<file path="src/rtl/sim_test_monitor_pkg.sv">
// Shared types and constants for the riscv-tests run monitor.
package sim_test_monitor_pkg;

    // Encoding doubles as the status output value.
    typedef enum logic [2:0] {
        StHold    = 3'd0,
        StRun     = 3'd1,
        StPass    = 3'd2,
        StFail    = 3'd3,
        StTimeout = 3'd4,
        StWdog    = 3'd5
    } mon_state_e;

    localparam logic [31:0] InstEcall = 32'h0000_0073;
    localparam int unsigned GpPass    = 1;

    // Bits needed to hold values 0..max_val.
    function automatic int unsigned cnt_width(input int unsigned max_val);
        return (max_val < 2) ? 1 : $clog2(max_val + 1);
    endfunction

endpackage

</file>
<file path="src/rtl/sim_test_monitor_sat_counter.sv">
// Saturating up-counter with synchronous clear; clear wins over increment.
module sim_test_monitor_sat_counter #(
    parameter int unsigned Width = 8
) (
    input  logic             clk,
    input  logic             reset_n,
    input  logic             clr,
    input  logic             inc,
    output logic [Width-1:0] count
);

    logic [Width-1:0] count_q, count_d;

    always_comb begin
        count_d = count_q;
        if (clr) begin
            count_d = '0;
        end else if (inc && (count_q != '1)) begin
            count_d = count_q + 1'b1;
        end
    end

    always_ff @(posedge clk or negedge reset_n) begin
        if (!reset_n) begin
            count_q <= '0;
        end else begin
            count_q <= count_d;
        end
    end

    assign count = count_q;

endmodule

</file>
<file path="src/rtl/sim_test_monitor.sv">
// Run controller for riscv-tests: sequences core reset, counts cycles/retires,
// detects end-of-test (ECALL, self-loop, timeout, watchdog) and holds a sticky verdict.
module sim_test_monitor
    import sim_test_monitor_pkg::*;
#(
    parameter int unsigned XLEN           = 32,
    parameter int unsigned CNT_W          = 32,
    parameter int unsigned RESET_CYCLES   = 2,
    parameter int unsigned TIMEOUT_CYCLES = 1000,
    parameter int unsigned LOOP_LIMIT     = 4,
    parameter int unsigned WDOG_CYCLES    = 64
) (
    input  logic             clk,
    input  logic             reset_n,
    output logic             core_reset,
    input  logic             retire_valid,
    input  logic [XLEN-1:0]  retire_pc,
    input  logic [31:0]      retire_inst,
    input  logic [XLEN-1:0]  gp_value,
    output logic [CNT_W-1:0] cycle_count,
    output logic [CNT_W-1:0] retire_count,
    output logic             done,
    output logic             pass,
    output logic [2:0]       status,
    output logic [XLEN-1:0]  fail_testnum
);

    localparam int unsigned RstEff = (RESET_CYCLES < 1) ? 1 : RESET_CYCLES;
    localparam int unsigned HoldW  = cnt_width(RstEff);
    localparam int unsigned LoopW  = cnt_width(LOOP_LIMIT);
    localparam int unsigned WdogW  = cnt_width(WDOG_CYCLES);

    localparam logic [HoldW-1:0] HoldLast    = HoldW'(RstEff - 1);
    localparam logic [LoopW-1:0] LoopHit     = LoopW'(LOOP_LIMIT - 2);
    localparam logic [WdogW-1:0] WdogLast    = WdogW'(WDOG_CYCLES - 1);
    localparam logic [CNT_W-1:0] TimeoutLast = CNT_W'(TIMEOUT_CYCLES - 1);

    mon_state_e state_q, state_d;
    logic [XLEN-1:0] last_pc_q;
    logic [XLEN-1:0] fail_testnum_q, fail_testnum_d;

    logic [HoldW-1:0] hold_cnt;
    logic [LoopW-1:0] loop_cnt;
    logic [WdogW-1:0] wdog_cnt;
    logic [CNT_W-1:0] cycle_cnt;
    logic [CNT_W-1:0] retire_cnt;

    logic in_hold, in_run, retire, pc_match;
    logic trig_ecall, trig_loop, trig_timeout, trig_wdog;

    assign in_hold  = (state_q == StHold);
    assign in_run   = (state_q == StRun);
    assign retire   = in_run && retire_valid;
    assign pc_match = (retire_pc == last_pc_q);

    sim_test_monitor_sat_counter #(.Width(HoldW)) u_hold_cnt (
        .clk     (clk),
        .reset_n (reset_n),
        .clr     (1'b0),
        .inc     (in_hold),
        .count   (hold_cnt)
    );

    sim_test_monitor_sat_counter #(.Width(CNT_W)) u_cycle_cnt (
        .clk     (clk),
        .reset_n (reset_n),
        .clr     (1'b0),
        .inc     (in_run),
        .count   (cycle_cnt)
    );

    sim_test_monitor_sat_counter #(.Width(CNT_W)) u_retire_cnt (
        .clk     (clk),
        .reset_n (reset_n),
        .clr     (1'b0),
        .inc     (retire),
        .count   (retire_cnt)
    );

    // Counts repeats beyond the first retire at a given pc.
    sim_test_monitor_sat_counter #(.Width(LoopW)) u_loop_cnt (
        .clk     (clk),
        .reset_n (reset_n),
        .clr     (retire && !pc_match),
        .inc     (retire && pc_match),
        .count   (loop_cnt)
    );

    sim_test_monitor_sat_counter #(.Width(WdogW)) u_wdog_cnt (
        .clk     (clk),
        .reset_n (reset_n),
        .clr     (retire),
        .inc     (in_run && !retire_valid),
        .count   (wdog_cnt)
    );

    assign trig_ecall   = retire && (retire_inst == InstEcall);
    assign trig_loop    = retire && pc_match && (loop_cnt == LoopHit);
    assign trig_timeout = in_run && (cycle_cnt == TimeoutLast);
    assign trig_wdog    = in_run && !retire_valid && (wdog_cnt == WdogLast);

    always_comb begin
        state_d        = state_q;
        fail_testnum_d = fail_testnum_q;
        unique case (state_q)
            StHold: begin
                if (hold_cnt == HoldLast) begin
                    state_d = StRun;
                end
            end
            StRun: begin
                if (trig_ecall || trig_loop) begin
                    if (gp_value == XLEN'(GpPass)) begin
                        state_d = StPass;
                    end else begin
                        state_d        = StFail;
                        fail_testnum_d = gp_value >> 1;
                    end
                end else if (trig_timeout) begin
                    state_d = StTimeout;
                end else if (trig_wdog) begin
                    state_d = StWdog;
                end
            end
            default: begin
                // Terminal verdicts hold until reset_n.
            end
        endcase
    end

    always_ff @(posedge clk or negedge reset_n) begin
        if (!reset_n) begin
            state_q        <= StHold;
            last_pc_q      <= '0;
            fail_testnum_q <= '0;
        end else begin
            state_q        <= state_d;
            fail_testnum_q <= fail_testnum_d;
            if (retire) begin
                last_pc_q <= retire_pc;
            end
        end
    end

    assign core_reset   = in_hold;
    assign done         = !in_hold && !in_run;
    assign pass         = (state_q == StPass);
    assign status       = 3'(state_q);
    assign fail_testnum = fail_testnum_q;
    assign cycle_count  = cycle_cnt;
    assign retire_count = retire_cnt;

endmodule

</file>
<file path="config.mk">
export PLATFORM = sky130hd
export DESIGN_NAME = sim_test_monitor
export DESIGN_NICKNAME = d
export VERILOG_FILES = /design/src/rtl/sim_test_monitor_pkg.sv /design/src/rtl/sim_test_monitor_sat_counter.sv /design/src/rtl/sim_test_monitor.sv
export SDC_FILE = /design/constraint.sdc
export NUM_CORES = 1
export LEC_CHECK = 0
export ABC_AREA = 1
export BUFFER_PORTS_ARGS = -buffer_cell sky130_fd_sc_hd__buf_4
export CAP_MARGIN = 20
export CORE_ASPECT_RATIO = 1.5
export CORE_MARGIN = 2
export CORE_UTILIZATION = 58
export CTS_CLUSTER_DIAMETER = 150
export DETAILED_ROUTE_END_ITERATION = 7
export GPL_ROUTABILITY_DRIVEN = 0
export PLACE_DENSITY = 0.86
export REMOVE_ABC_BUFFERS = 1
export SYNTH_ARGS = -nofsm -noshare
export SYNTH_HDL_FRONTEND = slang
export SYNTH_SLANG_ARGS = --single-unit
</file>
<file path="constraint.sdc">
create_clock -name clk -period 4.9 [get_ports clk]
set_clock_uncertainty 0.05 [all_clocks]
set_input_delay 0.98 -clock clk [delete_from_list [all_inputs] [get_ports clk]]
set_output_delay 0.98 -clock clk [all_outputs]
set_load 0.1 [all_outputs]
</file>
==> results of run 1 <==
layer usage:
metal	up-vias	track usage (%)	wire length (um)	share of wire, %
li1	3518	-	-	-
met1	3409	33.0	7880	39
met2	280	51.3	10700	53
met3	48	5.22	999	5.0
met4	0	11.5	595	3.0
met5	-	0	0	0
cell usage after synthesis, drive strengths merged:
cell,count,share of area [%]
nand4,37,3.0
clkinv,1,0.048
a31oi,1,0.080
a41oi,1,0.11
nor4,22,1.8
o21ai,67,5.7
o31ai,1,0.096
conb,1,0.048
clkbuf,5,0.24
a22o,1,0.11
nand3b,2,0.19
nand3,30,2.0
xor2,37,4.2
xnor2,40,4.5
nor2,86,4.5
nor3b,4,0.39
or2,2,0.16
a21oi,6,0.43
dfrtp,142,46
inv,114,5.5
buf,17,1.9
ha,8,1.3
nor4b,2,0.22
nand2,317,15
nor3,34,2.6
layout make-up:
| type | instances | area, um^2 |
|---|---|---|
| inverter | 115 | 432 |
| clock inverter | 10 | 163 |
| clock buffer | 21 | 460 |
| tap | 159 | 199 |
| timing repair buffer | 201 | 1510 |
| fill | 983 | 3110 |
| sequential | 142 | 3550 |
| multi-input combinational | 699 | 3650 |
per-stage QoR:
step	hold WS [ns]	util [%]
final	0.432	76.2
after global routing	0.454	76.2
after CTS	0.433	76.2
after detailed placement	0.419	71.4
after global placement	0.408	71.4
after floorplan	0.413	-
critical path, cell delays in order (launching register included):
cell and delay, ns:
dfrtp_1 0.46, nor2_2 0.16, inv_2 0.10, nor2_8 0.15, inv_2 0.09, nor2_4 0.39, nand2_2 0.39, inv_2 0.42
nand3_1 0.23, o21ai_1 0.18, nand2_1 0.07
power groups by stage:
stage	clock (mW)	sequential, mW	combinational (mW)
after detailed placement	0	1.22	0.163
after floorplan	0	1.22	0.0590
after global routing	1.43	1.20	0.184
final	1.36	1.20	0.163
after CTS	1.38	1.20	0.165
after global placement	0	1.22	0.159
sequential cells by signal, summed over array words and instances, names as in the netlist:
signal / count
fail_testnum: 31
last_pc_q: 32
status: 3
u_cycle_cnt.count: 32
u_hold_cnt.count: 2
u_loop_cnt.count: 3
u_retire_cnt.count: 32
u_wdog_cnt.count: 7
cell families after synthesis:
logic type | after synthesis
and+or+nand+nor | 536
DFF | 142
buffers and inverters | 137
AOI/OAI and AO/OA | 77
xor gates and xnor gates | 77
adders and majority gates | 8
other | 1
worst max path at each step:
stage	start	endpoint	slack [ns]	cells past startpoint
after global routing	status[1]	u_retire_cnt.count[28]	1.90	11
final	status[2]	u_retire_cnt.count[28]	2.09	10
after CTS	status[2]	u_retire_cnt.count[28]	2.12	10
after global placement	retire_pc[6]	fail_testnum[25]	1.94	11
after floorplan	status[1]	core_reset	1.23	3
after detailed placement	retire_pc[6]	fail_testnum[16]	1.86	11
==> flow_summary.ini, run 1 <==
[worst_setup_path]
worstPathArrival_ns = 3.05
cp.required_ns = 5.14
reg2reg_slack_ns = 2.09
path_class = reg2reg
reg2reg_to = u_retire_cnt.count[28]
timing.reg2reg.worst_path_depth = 10
worstSetupStartpointType = flip-flop
reg2reg_from = status[2]
path_max_fanout = 24
end_kind = flip-flop

[floorplanning]
io_pins = 201
die_w_um = 98.7
die-area_um2 = 14400
coreArea_um2 = 13100
fp-row-count = 51
chipHeight_um = 146
start_util_pct = 59.6

[layout]
mostFrequentLayoutCells = 313 x nand2_1, 200 x buf_4, 142 x dfrtp_1
stdcell_count = 1347
stdcell_area_um2 = 9970
nets = 1283
syn_to_final_growth_pct = 27.8
n_antenna_cell = 0
mostFrequentLayoutCell = nand2_1
drive_above_1_share_pct = 24.0

[power_and_ir_drop]
power.internal_mw = 2.14
clkPwrFrac_pct = 50.0
swShare_pct = 21.3
combPwrFrac_pct = 6.0
p_switching_uw = 580
ir_drop_uv = 192
p_leak_nw = 5.01
power_mw = 2.72
powerDensity_nw_per_um2 = 273
pwr-share-seq_pct = 44.0

[detailed_routing]
viasPerCell = 5.39
drc_errors = 0
drtAntennaViolNets = 0
drt-total-wl_um = 20200
drt_iter0_drc = 332
num_vias = 7255
wire_per_inst_um = 15.0
firstDrtPassIters = 5

[cts]
path_clk_slew_ns = 0.06
htree_levels = 4
tritoncts.num_buffers = 17
cts_tree = yes
postCtsHoldBufs = 0
worst_skew_pair.late_latency_ns = 0.41
cts_resized = 0
cts.sinks = 142
clockRootBuffer = clkbuf_16
post_cts_buffers = 0
clock_path_buffers = 2

[placed_design]
place_ws_ns = 1.86
port_buffers = 199
dp_cells = 1316
dpl.hpwl_um = 14700
placed_cell_area_um2 = 9350

[outcome]
outcome = finished clean

[logic_synthesis]
syn_area_um2 = 7800
synth_seq_cells = 142
synth_top_family_by_area = simple AND/OR/NAND/NOR gates
synth.avg_cell_area_um2 = 7.98
ys_types = 38
yosysWarnings = 0
synth_fa_ha_area_share_pct = 1.28
synthMuxAreaShare_pct = 0
synth-seq-area-share_pct = 45.6
synth_compound_area_share_pct = 6.58
synth_cells = 978
yosys.area_share.simple_pct = 30.2
synth-xor-area-share_pct = 8.65

[sta]
drv_slew = 0
worst_pin_slew_ns = 0.927
setup-violations-final = 0
period_needed_ns = 2.81
max_freq_mhz = 356
finalHoldViolCount = 0
max_slew_margin_pct = 38.2
rsz0062_at_grt = false
setup_tns_ns = 0
layout_setup_ws_ns = 2.09
finalCritPeriodShare_pct = 57.3

[flow_run]
drv_cap = 0

[global_routing]
grt_pass1_vias = 7234
antenna_found_initial = 0
grt_start_max_net_pins = 103
overflow = 0
grt_pass1_wl_um = 33600
grt_usage_pct = 28.5

[hold_path]
holdPathEnd = fail_testnum[17]
min_path_cells = 2
hold_class = reg2reg
holdCritStartpoint = fail_testnum[17]
Note: power is estimated with default switching activity, not from simulation.
==> run 2: changes to the inputs <==
Settings changed: CORE_UTILIZATION 58 to 54, PLACE_DENSITY 0.86 to 0.81.
Clock period 4.9 ns to 2.6 ns, I/O delays scaled along.
==> run 2 against run 1 <==
Compared with the run above: via count is 1.4% lower; register-to-register slack worse by 1.8 ns; highest routed layer unchanged; critical path depth is 1 higher; utilization fell by 4.8 points; critical path type unchanged; first-iteration DRC count grew 16%.
==> flow_summary.ini, run 2 (synthesis results as in run 1) <==
[sta]
finalCritPeriodShare_pct = 88.3
drv_slew = 0
setup-violations-final = 0
finalHoldViolCount = 0
layout_setup_ws_ns = 0.305
rsz0062_at_grt = false
setup_tns_ns = 0
max_slew_margin_pct = 60.8
max_freq_mhz = 436
worst_pin_slew_ns = 0.588
holdWs_ns = 0.0436
period_needed_ns = 2.29

[floorplanning]
die_w_um = 102
die-area_um2 = 15400
coreArea_um2 = 14100
io_pins = 201
start_util_pct = 55.5
fp-row-count = 53
chipHeight_um = 151

[global_routing]
grt_start_max_net_pins = 62
grt_pass1_wl_um = 32500
overflow = 0
antenna_found_initial = 0
grt_pass1_vias = 7099
grt_usage_pct = 26.6

[detailed_routing]
drt_iter0_drc = 385
drtAntennaViolNets = 0
drt-total-wl_um = 19900
viasPerCell = 5.15
drc_errors = 0
wire_per_inst_um = 14.3
firstDrtPassIters = 5
num_vias = 7154

[worst_setup_path]
cp.required_ns = 2.88
path_max_fanout = 17
cpMostUsedCell = inv_2
crit_slowest_cell = dfrtp_1
worstPathArrival_ns = 2.58
path_class = reg2reg
crit_chain = nor2_2 > inv_2 > nor2_8 > inv_2 > nor2_4 > buf_4 > nand2_2 > inv_2 > nand2_1 > nor2_1 > xor2_1
end_kind = flip-flop
worstSetupStartpointType = flip-flop
worst_path_largest_cell_delay_ns = 0.43

[power_and_ir_drop]
ir_drop_uv = 428
p_leak_nw = 5.03
power_mw = 4.89
powerDensity_nw_per_um2 = 487

[cts]
worst_skew_pair.late_latency_ns = 0.42
post_cts_buffers = 0
cts_resized = 0
clockRootBuffer = clkbuf_16
path_clk_slew_ns = 0.06
tritoncts.num_buffers = 17
postCtsHoldBufs = 0
cts.sinks = 142
cts_tree = yes
htree_levels = 4
clock_path_buffers = 2

[hold_path]
hold_class = in2async

[layout]
nets = 1291
n_antenna_cell = 0
mostFrequentLayoutCells = 313 x nand2_1, 206 x buf_4, 142 x dfrtp_1
fillCellCount = 1175
seq_area_um2 = 3550
syn_to_final_growth_pct = 28.7
mostFrequentLayoutCell = nand2_1
multi_input_area_um2 = 3650
drive_above_1_share_pct = 24.7

[placed_design]
port_buffers = 199
place_ws_ns = 0.341
dpl.hpwl_um = 15000

[outcome]
outcome = finished clean

[flow_run]
drv_cap = 0
==> run 2: final timing paths <==
path	slack (ns)	end	start	depth (start not counted)
max in group asynchronous	1.74	u_cycle_cnt.count[20]	reset_n	2
worst min-delay path	0.04	fail_testnum[19]	reset_n	1
worst max register to register	0.31	u_retire_cnt.count[11]	status[1]	11
worst max-delay path	0.31	u_retire_cnt.count[11]	status[1]	11
worst min register to register	0.43	fail_testnum[20]	fail_testnum[20]	2
min in group clk	0.27	last_pc_q[14]	retire_pc[14]	3
==> run 2: layout make-up <==
type                            count  area share (%)
Multi-Input combinational cell    699            36.4
Clock buffer                       18            4.38
Tap cell                          192            2.39
Clock inverter                     14            1.23
Inverter                          115            4.30
Timing Repair Buffer              209            15.9
Sequential cell                   142            35.4
==> run 2: where the power goes <==
part	total, mW	switching [mW]	internal (mW)
clock	2.32	1.04	1.28
combinational	0.309	0.157	0.152
sequential	2.26	0.0184	2.24
total	4.89	1.21	3.67
==> run 2: worst max-delay path: cells and delay by family (launching register included) <==
kind                      cells  cell delay (ns)
xor gates and xnor gates      1             0.17
buffers and inverters         4             0.60
DFF                           1             0.43
and+or+nand+nor               6             0.95
==> run 2: through the flow <==
stage               util (%)  instances  instance area (um^2)
floorplan                  -        956                  7630
global placement        67.4       1357                  9470
detailed placement      67.4       1357                  9470
CTS                     71.4       1389                 10000
global route            71.4       1389                 10000
finish                  71.4       1389                 10000
==> run 2: per-layer routing <==
layer,global-route usage (%),routed length (um)
met5,0,0
met4,11.1,676
met3,4.43,991
met2,47.4,10400
met1,31.4,7830
==> run 3: changes to the inputs <==
Settings changed: CORE_UTILIZATION 54 to 58, PLACE_DENSITY 0.81 to 0.86.
Clock period 2.6 ns to 2.8 ns, I/O delays scaled along.
==> run 3 against run 2 <==
Compared with the run above: die area is 6.7% lower; count of clock-buffer cells in the layout is 1 higher; clock power hardly changed; non-clock buffer count is 2 lower; largest cell class unchanged.
==> flow_summary.ini, run 3 (synthesis results as in run 1) <==
[cts]
cts_tree = yes
post_cts_buffers = 0
clockRootBuffer = clkbuf_16
postCtsHoldBufs = 0
worst_skew_pair.late_latency_ns = 0.41
htree_levels = 4
cts_resized = 0
cts.sinks = 142
clock_path_buffers = 2
tritoncts.num_buffers = 17
path_clk_slew_ns = 0.06

[power_and_ir_drop]
p_switching_uw = 996
clkPwrFrac_pct = 49.6
combPwrFrac_pct = 6.1
ir_drop_uv = 415
pwr-share-seq_pct = 44.3
power.internal_mw = 3.75
swShare_pct = 21.0
p_leak_nw = 5.05
powerDensity_nw_per_um2 = 473

[placed_design]
place_ws_ns = 0.0962
dpl.hpwl_um = 15000
port_buffers = 199

[sta]
rsz0062_at_grt = false
worst_pin_slew_ns = 0.761
period_needed_ns = 2.53
finalHoldViolCount = 0
max_slew_margin_pct = 49.2
drv_slew = 0
max_freq_mhz = 395
finalCritPeriodShare_pct = 90.3
layout_setup_ws_ns = 0.271
setup-violations-final = 0

[layout]
n_antenna_cell = 0
nets = 1289
drive_above_1_share_pct = 24.5
fin_util_pct = 76.7
mostFrequentLayoutCells = 313 x nand2_1, 204 x buf_4, 142 x dfrtp_1
syn_to_final_growth_pct = 28.7
mostFrequentLayoutCell = nand2_1

[global_routing]
grt_pass1_wl_um = 32500
grt_pass1_vias = 7005
grt_start_max_net_pins = 72
overflow = 0
grt_usage_pct = 27.6
antenna_found_initial = 0

[worst_setup_path]
end_kind = flip-flop
timing.reg2reg.worst_path_depth = 10
reg2reg_from = status[2]
worstSetupStartpointType = flip-flop
worstPathArrival_ns = 2.74
cp.required_ns = 3.02
reg2reg_slack_ns = 0.27
path_max_fanout = 61
reg2reg_to = fail_testnum[19]
path_class = reg2reg

[detailed_routing]
num_vias = 7153
wl_met2_um = 10600
drt_iter0_drc = 306
viasPerCell = 5.29
firstDrtPassIters = 5
drc_errors = 0
top_layer = met4
wl_met3_um = 1060
drtAntennaViolNets = 0
wire_per_inst_um = 14.8
drt-total-wl_um = 20000
wl_met1_um = 7830

[floorplanning]
coreArea_um2 = 13100
io_pins = 201
start_util_pct = 59.6
fp-row-count = 51
die-area_um2 = 14400
die_w_um = 98.7
chipHeight_um = 146

[flow_run]
drv_cap = 0

[outcome]
outcome = finished clean

[hold_path]
hold_class = in2async
[run 3: through the flow]
stage | setup TNS (ns) | power, mW | std cells | hold WS (ns) | area, um^2
6_report | 0 | 4.74 | 1352 | 0.109 | 10000
5_1_grt | 0 | 4.91 | 1352 | 0.166 | 10000
4_1_cts | 0 | 4.78 | 1352 | 0.134 | 10000
3_5_place_dp | 0 | 2.43 | 1322 | 0.419 | 9420
3_3_place_gp | 0 | 2.42 | 1322 | 0.418 | 9420
2_1_floorplan | -27.79 | 2.23 | 956 | 0.214 | 7630
[run 3: layer usage]
| metal | up-vias | track usage [%] |
|---|---|---|
| li1 | 3536 | - |
| met1 | 3329 | 33.1 |
| met2 | 245 | 50.1 |
| met3 | 43 | 4.07 |
| met4 | 0 | 9.86 |
| met5 | - | 0 |
[run 3: power by group through the flow]
stage / clock network [mW] / registers [mW] / logic [mW]
floorplan: 0 / 2.13 / 0.103
global placement: 0 / 2.13 / 0.283
detailed placement: 0 / 2.13 / 0.292
CTS: 2.39 / 2.10 / 0.295
global route: 2.48 / 2.10 / 0.326
finish: 2.35 / 2.10 / 0.291
[run 3: worst max-delay path by stage]
stage | startpoint | endpoint | slack, ns
after floorplan | status[1] | u_retire_cnt.count[11] | -0.54
after global placement | retire_pc[6] | fail_testnum[22] | 0.28
after detailed placement | retire_pc[15] | fail_testnum[19] | 0.1
after CTS | status[2] | fail_testnum[19] | 0.27
after global routing | status[2] | fail_testnum[19] | 0.08
final | status[2] | fail_testnum[19] | 0.27
[run 3: worst max-delay path: stages, from the launching register on]
cell and delay, ns:
dfrtp_1 0.46, nor2_2 0.15, inv_2 0.08, nor2_8 0.14
inv_2 0.08, nor2_4 0.25, nand4_1 0.22, nand2_2 0.18
nand2_4 0.42, nand2_1 0.26, o21ai_2 0.07
[run 3: final cells by class]
cell class / count / area (um^2)
Timing Repair Buffer: 207 / 1580
Clock buffer: 19 / 453
Tap cell: 159 / 199
Multi-Input combinational cell: 699 / 3650
Clock inverter: 11 / 166
Fill cell: 994 / 3050
Inverter: 115 / 432
Sequential cell: 142 / 3550
